**config.mk**
```make
export PLATFORM = sky130hd
export DESIGN_NAME = pixel_field_unpacker
export DESIGN_NICKNAME = d
export VERILOG_FILES = /design/src/rtl/pixel_field_unpacker.sv
export SDC_FILE = /design/constraint.sdc
export NUM_CORES = 1
export LEC_CHECK = 0
export CAP_MARGIN = 10
export CELL_PAD_IN_SITES_DETAIL_PLACEMENT = 0
export CELL_PAD_IN_SITES_GLOBAL_PLACEMENT = 1
export CORE_ASPECT_RATIO = 1.2
export CORE_MARGIN = 2
export CORE_UTILIZATION = 35
export DETAILED_ROUTE_END_ITERATION = 12
export PLACE_DENSITY_LB_ADDON = 0.1
export SLEW_MARGIN = 5
export SYNTH_ARGS = -nofsm -noshare
export SYNTH_HDL_FRONTEND = slang
export SYNTH_SLANG_ARGS = --single-unit
```
**constraint.sdc**
```tcl
create_clock -name clk -period 6.4 [get_ports clk]
set_input_delay 0.96 -clock clk [delete_from_list [all_inputs] [get_ports clk]]
set_output_delay 0.96 -clock clk [all_outputs]
set_load 0.02 [all_outputs]
```
**src/rtl/pixel_field_unpacker.sv**
```systemverilog
// rtl/pixel_field_unpacker.sv - unpacks packed pixel words into 1/2/4/8 bpp fields, LSB field first
module pixel_field_unpacker #(
    parameter int WORD_W = 32,
    parameter int OUT_W  = 8
) (
    input  logic              clk,
    input  logic              reset,
    input  logic [1:0]        bpp_mode,
    input  logic              flush,
    input  logic [WORD_W-1:0] in_word,
    input  logic              in_valid,
    output logic              in_ready,
    output logic [OUT_W-1:0]  out_pixel,
    output logic              out_valid,
    input  logic              out_ready
);
    localparam int IDX_W = $clog2(WORD_W);

    logic [WORD_W-1:0] held_word;
    logic [1:0]        held_mode;
    logic [IDX_W-1:0]  idx;
    logic              full;

    logic [IDX_W-1:0]  last_idx;
    logic [IDX_W-1:0]  shamt;
    logic [WORD_W-1:0] shifted;
    logic [7:0]        field;
    logic              idx_is_last;
    logic              pop;
    logic              load;

    assign last_idx    = IDX_W'((WORD_W >> held_mode) - 1);
    assign idx_is_last = (idx == last_idx);

    // idx * field_size never reaches WORD_W, so the bit offset fits in IDX_W bits
    assign shamt   = idx << held_mode;
    assign shifted = held_word >> shamt;

    always_comb begin
        field = '0;
        case (held_mode)
            2'd0:    field = {7'd0, shifted[0]};
            2'd1:    field = {6'd0, shifted[1:0]};
            2'd2:    field = {4'd0, shifted[3:0]};
            default: field = shifted[7:0];
        endcase
    end

    assign out_valid = full;
    assign out_pixel = full ? OUT_W'(field) : '0;
    assign pop       = out_valid && out_ready;
    assign in_ready  = !reset && !flush && (!full || (pop && idx_is_last));
    assign load      = in_valid && in_ready;

    always_ff @(posedge clk) begin
        if (reset) begin
            held_word <= '0;
            held_mode <= '0;
            idx       <= '0;
            full      <= 1'b0;
        end else if (flush) begin
            idx  <= '0;
            full <= 1'b0;
        end else if (load) begin
            // a load in the same cycle as the last pop keeps the buffer full
            held_word <= in_word;
            held_mode <= bpp_mode;
            idx       <= '0;
            full      <= 1'b1;
        end else if (pop) begin
            if (idx_is_last) begin
                full <= 1'b0;
            end else begin
                idx <= idx + 1'b1;
            end
        end
    end
endmodule

```
==> metrics, run 1 <==
CTS clk-pin slew, worst paths 0.06 ns; Hold Crit Class reg -> reg; number of synthesized flops with an enable pin 0; initial core utilization 0.3622; Crit path largest cell delay 0.93 ns; starting DRC count in detailed routing 206; Crit-path slowest cell mux2i_1; DIE WIDTH 95.06 um; post-synth top area share 0.2300; FILL cells 962; post-route ant nets 0; crit path kind reg -> out; Layout Cells excl Fill 552; GRT overflow 0; root buf cell clkbuf_16; Post-synth ARST share 0; Syn Area/Cell 8.619 sq um; Vias/cell 6.087; Placer Congestion 0.9253; via count 3360; final WL 10810 um; layout cell share with drive strength beyond 1 0.1049; Leak 1.295 nW; RSZ-0062 raised after global routing false; Antenna Cells 0; clock sinks 40; Worst Tran Pin Value 1.169 ns; Tot GR Track Use 0.2071; I/O pin total 49; outcome finished clean; WP buf/inv 1; Setup TNS Final 0 ns; Mapped Area 0.003482 sq mm; first-pass GRT wire length 17130 um; worst IR drop on VDD 0.1208 mV; Tcrit/Tclk final 0.7716; post-synthesis cell type count 71; initial antenna violation count 0; Yosys Warn Count 0; Slew Limit Fails 0; Clock Tree Buf Depth 2; # hold bufs at CTS 0; H-tree lvl count 2; clk_skew 0.004061 ns; Seq cells post-synth 40; Setup Viol. Count Final 0; chip height 113.3 um; top cells by area, synth dfxtp_1 23%, mux2i_1 17%, mux4_2 8.4%, nor2_1 6.4%, nand2_1 2.9%; crit path DAT 3.98 ns; Max Cap Violations 0; Num CTS Buffers 5; Final Hold Fails 0; later-pin clock latency in the skew report 0.29 ns; area leader, netlist dfxtp_1; wire length per cell 19.59 um; P per Cell Area 157.1 mW/mm^2; worst endpoint required time 5.44 ns; core area 0.009613 sq mm; post_cts resized 0; min cycle time layout 4.938 ns; critical path's top delay family multiplexers; Final HPWL DP 7680 um; row count 39; I/O Buffers 48; Worst Setup Start Kind register; Residual DRC 0; Placed Cells 544; TritonCTS clock tree done; Max-Slew Margin vs Limit 0.1981; First-pass DRT Iterations 5; Net Count, Synth 444; Die ar. 0.01077 sq mm; Layout Nets 468; post-CTS setup buffers 0; Synth top cells by count 59 x mux2i_1, 59 x nor2_1, 40 x dfxtp_1; Fmax 202.5 MHz; largest net degree at the start of global routing 36; Max FO, Critical Path 28; Synth Instances 404; sequential area share after synthesis 0.2300; worst path cell trace mux2i_2, mux2i_1, mux4_2, o2bb2ai_1, a221o_1, o41ai_1, clkdlybuf4s50_1; synth-to-layout area growth 18.90%; vias in the first global route 3093; top_reg_cell synth dfxtp_1; Worst setup EP type primary output
[cells by family (layout without fill, tap and decap cells)]
group           count (synthesis)  count (layout)  share of synthesized area
compound gates                103             103                     0.2170
xor+xnor                        3               3                   0.007547
fa+ha+maj                       1               1                   0.003593
buf+inv                        47              72                    0.07330
flops                          40              40                     0.2300
mux                            78              78                     0.2788
simple gates                  132             132                     0.1897
[power breakdown]
group / switching (mW) / internal [mW]
clock network: 0.112 / 0.185
logic: 0.0357 / 0.0472
registers: 0.0147 / 0.256
total: 0.162 / 0.489
[sequential cells by signal, indices dropped and copies added, names as in the netlist]
| signal | cells |
|---|---|
| held_mode | 2 |
| held_word | 32 |
| idx | 5 |
| out_valid | 1 |
[metal layers]
metal | track usage | vias up | routed length (um)
li1 | - | 1588 | -
met1 | 0.2867 | 1619 | 4836
met2 | 0.3243 | 127 | 4962
met3 | 0.03329 | 26 | 669
met4 | 0.07440 | 0 | 345
met5 | 0 | - | 0
[path summary, 6_finish.rpt]
kind	depth (start not counted)	slack (ns)	to	start
worst max-delay path	7	1.46	out_pixel[3]	idx[0]$_SDFFE_PP0P_
worst max register to register	8	2.82	held_mode[0]$_SDFFE_PP0P_	held_mode[1]$_SDFFE_PP0P_
worst min register to register	2	0.55	held_word[0]$_SDFFE_PP0P_	held_word[0]$_SDFFE_PP0P_
worst min-delay path	2	0.55	held_word[0]$_SDFFE_PP0P_	held_word[0]$_SDFFE_PP0P_
[final cells by class]
type                       count  area (sq um)  share of cell area
multi-input combinational    317          2444              0.5902
sequential                    40         800.8              0.1934
timing repair buffer          56         540.5              0.1306
tap                          123         153.9             0.03717
clock buffer                   5         125.1             0.03022
clock inverter                 3         46.29             0.01118
inverter                       8         30.03            0.007253
[cells in the final DEF, fill, tap and decap left out, types with 4 or more instances in the layout]
| cell | instances |
|---|---|
| o2111ai_1 | 4 |
| o21ai_0 | 17 |
| dfxtp_1 | 40 |
| buf_4 | 8 |
| o22ai_1 | 5 |
| a221o_1 | 6 |
| inv_1 | 6 |
| nor3_1 | 5 |
| nand2_1 | 27 |
| clkdlybuf4s50_1 | 48 |
| a31oi_1 | 6 |
| nor2_1 | 59 |
| nor3b_1 | 5 |
| clkbuf_16 | 5 |
| mux4_2 | 13 |
| o221ai_1 | 5 |
| and2_1 | 4 |
| a211oi_1 | 4 |
| nand3_1 | 9 |
| a21oi_1 | 14 |
| mux2i_1 | 59 |
[through the flow]
stage	utilization	hold slack (ns)	area (sq um)	setup slack (ns)	total power, mW
6_report	0.4307	0.5515	4140	1.462	0.6506
5_1_grt	0.4307	0.5629	4140	1.234	0.6794
4_1_cts	0.4307	0.5535	4140	1.535	0.6623
3_5_place_dp	0.4129	0.5418	3969	1.833	0.3589
3_3_place_gp	0.4129	0.5387	3969	1.929	0.3589
2_1_floorplan	-	0.4554	3482	3.163	0.3194
[worst reg2reg max path, cell delays in order, from the launching register on]
cell and delay [ns]:
dfxtp_1 0.69, buf_4 0.42, nor4b_2 0.28, a31oi_1 0.08, nand2b_1 0.21, a311oi_4 0.97
buf_4 0.49, mux2i_1 0.26, nor2_1 0.05
No activity file was read; power rests on OpenSTA's default activity.
==> run 2, diff against run 1 <==
- clock period: 6.4 -> 4.57 ns (I/O delays scaled with it)
==> run 2 against run 1 <==
  * Die area stayed put
  * Sequential share of layout area is 0.20 points lower
  * Critical path depth rose by 1
  * Clock-buffer cell count is 1 higher
  * Global-route usage is 1.2 points higher
  * Utilization rose by 0.46 points
  * Via count is 1.8% higher
  * Non-clock buffer count rose by 5
  * Largest power group unchanged
  * Sequential power is 40% higher
  * Routed wire length increased by 4.7%
  * Critical endpoint is now out_pixel[2]
==> metrics, run 2 (synthesis results as in run 1) <==
outcome finished clean (unchanged); row count 39 (unchanged); crit path kind reg -> out (unchanged); Residual DRC 0 (unchanged); largest net degree at the start of global routing 36 (unchanged); initial core utilization 0.3622 (unchanged); post-route ant nets 0 (unchanged); Layout Nets 473 (was 468); post_cts resized 0 (unchanged); Clock Tree Buf Depth 2 (unchanged); Slew Limit Fails 0 (unchanged); Max FO, Critical Path 19 (was 28); crit path DAT 3.71 ns (was 3.98 ns); synth-to-layout area growth 20.16% (was 18.90%); Fmax 227.5 MHz; cell count of the worst reg-to-reg path 9 (was 8); RSZ-0062 raised after global routing false (unchanged); Num CTS Buffers 5 (unchanged); HP Start held_word[0]$_SDFFE_PP0P_ (unchanged); wire length per cell 20.33 um (was 19.59 um); I/O Buffers 48 (unchanged); Antenna Cells 0 (unchanged); First-pass DRT Iterations 7 (was 5); Min-Delay Endpoint held_word[0]$_SDFFE_PP0P_ (unchanged); Leak 1.329 nW (was 1.295 nW); Layout Cells excl Fill 557 (was 552); Tcrit/Tclk final 0.9618; worst endpoint required time 3.88 ns (was 5.44 ns); hold_ws 0.5539 ns (was 0.5515 ns); Worst Tran Pin Value 0.7982 ns (was 1.169 ns); min cycle time layout 4.396 ns; later-pin clock latency in the skew report 0.29 ns (about the same); clock sinks 40 (unchanged); largest register by flop count held_word (unchanged); Final HPWL DP 8052 um (was 7680 um); Worst Setup Start Kind register (unchanged); starting DRC count in detailed routing 188 (was 206); final WL 11330 um (was 10810 um); Vias/cell 6.138 (was 6.087); Worst setup EP type primary output (unchanged); Setup TNS Final 0 ns (unchanged); Setup Viol. Count Final 0 (unchanged); CTS clk-pin slew, worst paths 0.06 ns (about the same); GRT overflow 0 (unchanged); vias in the first global route 3337 (was 3093); Hold Crit Class reg -> reg (unchanged); via count 3419 (was 3360); root buf cell clkbuf_16 (unchanged); post-CTS setup buffers 0 (unchanged); core area 0.009613 sq mm (unchanged); DIE WIDTH 95.06 um (unchanged); TritonCTS clock tree done (unchanged); layout cell share with drive strength beyond 1 0.1152 (was 0.1049); Die ar. 0.01077 sq mm (unchanged); chip height 113.3 um (unchanged); clk_skew 0.007122 ns (was 0.004061 ns); initial antenna violation count 0 (unchanged); I/O pin total 49 (unchanged); Tot GR Track Use 0.2195 (was 0.2071); P per Cell Area 220.7 mW/mm^2 (was 157.1 mW/mm^2); Placer Congestion 0.8997 (was 0.9253); max reg flops 32 (unchanged); most frequent cells in the layout 59 x nor2_1, 59 x mux2i_1, 48 x clkdlybuf4s50_1 (unchanged); FILL cells 974 (was 962); Placed Cells 549 (was 544); Largest regs held_word: 32 flops, idx: 5 flops, held_mode: 2 flops (unchanged); worst reg2reg startpoint held_mode[1]$_SDFFE_PP0P_ (unchanged); Max Cap Violations 0 (unchanged); Reg-to-Reg End idx[0]$_SDFFE_PP0P_ (was held_mode[0]$_SDFFE_PP0P_); Max-Slew Margin vs Limit 0.4541 (was 0.1981); PnR Total Power 0.9234 mW (was 0.6506 mW); Hold Crit Depth 2 (unchanged); reg-to-reg slack, setup 1.76 ns (was 2.82 ns); Final Hold Fails 0 (unchanged); first-pass GRT wire length 18310 um (was 17130 um); H-tree lvl count 2 (unchanged); # hold bufs at CTS 0 (unchanged); worst IR drop on VDD 0.1104 mV (was 0.1208 mV)
run 2: cell types whose count changed in the layout (fill, tap and decap cells not counted):
cell and change:
buf_4 +5, clkbuf_8 +1, clkinv_4 +1, clkinvlp_4 -1, inv_6 -1
run 2: through the flow:
step	cell area, sq um	utilization	worst slack [ns]
after global placement	4006	0.4168	0.6267
after global routing	4184	0.4352	0.01810
after detailed placement	4006	0.4168	0.5100
after CTS	4184	0.4352	0.1999
final	4184	0.4352	0.1745
after floorplan	3482	-	1.608
run 2: cell type report:
| cell class | instances | area, sq um | area share |
|---|---|---|---|
| clock buffer | 6 | 138.9 | 0.03319 |
| inverter | 8 | 30.03 | 0.007177 |
| timing repair buffer | 61 | 578.1 | 0.1382 |
| sequential | 40 | 800.8 | 0.1914 |
| multi-input combinational | 317 | 2444 | 0.5840 |
| clock inverter | 2 | 38.79 | 0.009270 |
| tap | 123 | 153.9 | 0.03678 |
run 2: worst max-delay path, stage by stage (launching register included):
cell and delay, ns:
dfxtp_1 0.51, buf_4 0.31, nand2b_1 0.29, a21oi_4 0.52, mux4_2 0.40, and2_0 0.17, a2111oi_0 0.54, nor4_2 0.11
clkdlybuf4s50_1 0.57
run 2: power by group:
group	total (mW)	leakage [nW]	internal, mW	switching (mW)
logic	0.117	0.918	0.0666	0.0505
clock network	0.427	0.0871	0.274	0.153
registers	0.380	0.324	0.358	0.0210
total	0.923	1.33	0.699	0.225
run 2: worst max-delay path by stage:
stage | cells after the start | start | end | slack (ns)
6_report | 8 | held_mode[0]$_SDFFE_PP0P_ | out_pixel[2] | 0.17
5_1_grt | 8 | held_mode[0]$_SDFFE_PP0P_ | out_pixel[2] | 0.02
4_1_cts | 8 | held_mode[0]$_SDFFE_PP0P_ | out_pixel[2] | 0.20
3_5_place_dp | 8 | held_mode[0]$_SDFFE_PP0P_ | out_pixel[2] | 0.51
3_3_place_gp | 8 | held_mode[0]$_SDFFE_PP0P_ | out_pixel[2] | 0.63
2_1_floorplan | 8 | held_mode[0]$_SDFFE_PP0P_ | out_pixel[3] | 1.61
run 2: layer usage:
layer	up-vias	share of wire	track usage
met5	-	0	0
met4	0	0.032	0.09082
met3	24	0.056	0.03862
met2	133	0.47	0.3522
met1	1662	0.44	0.2895
li1	1600	-	-
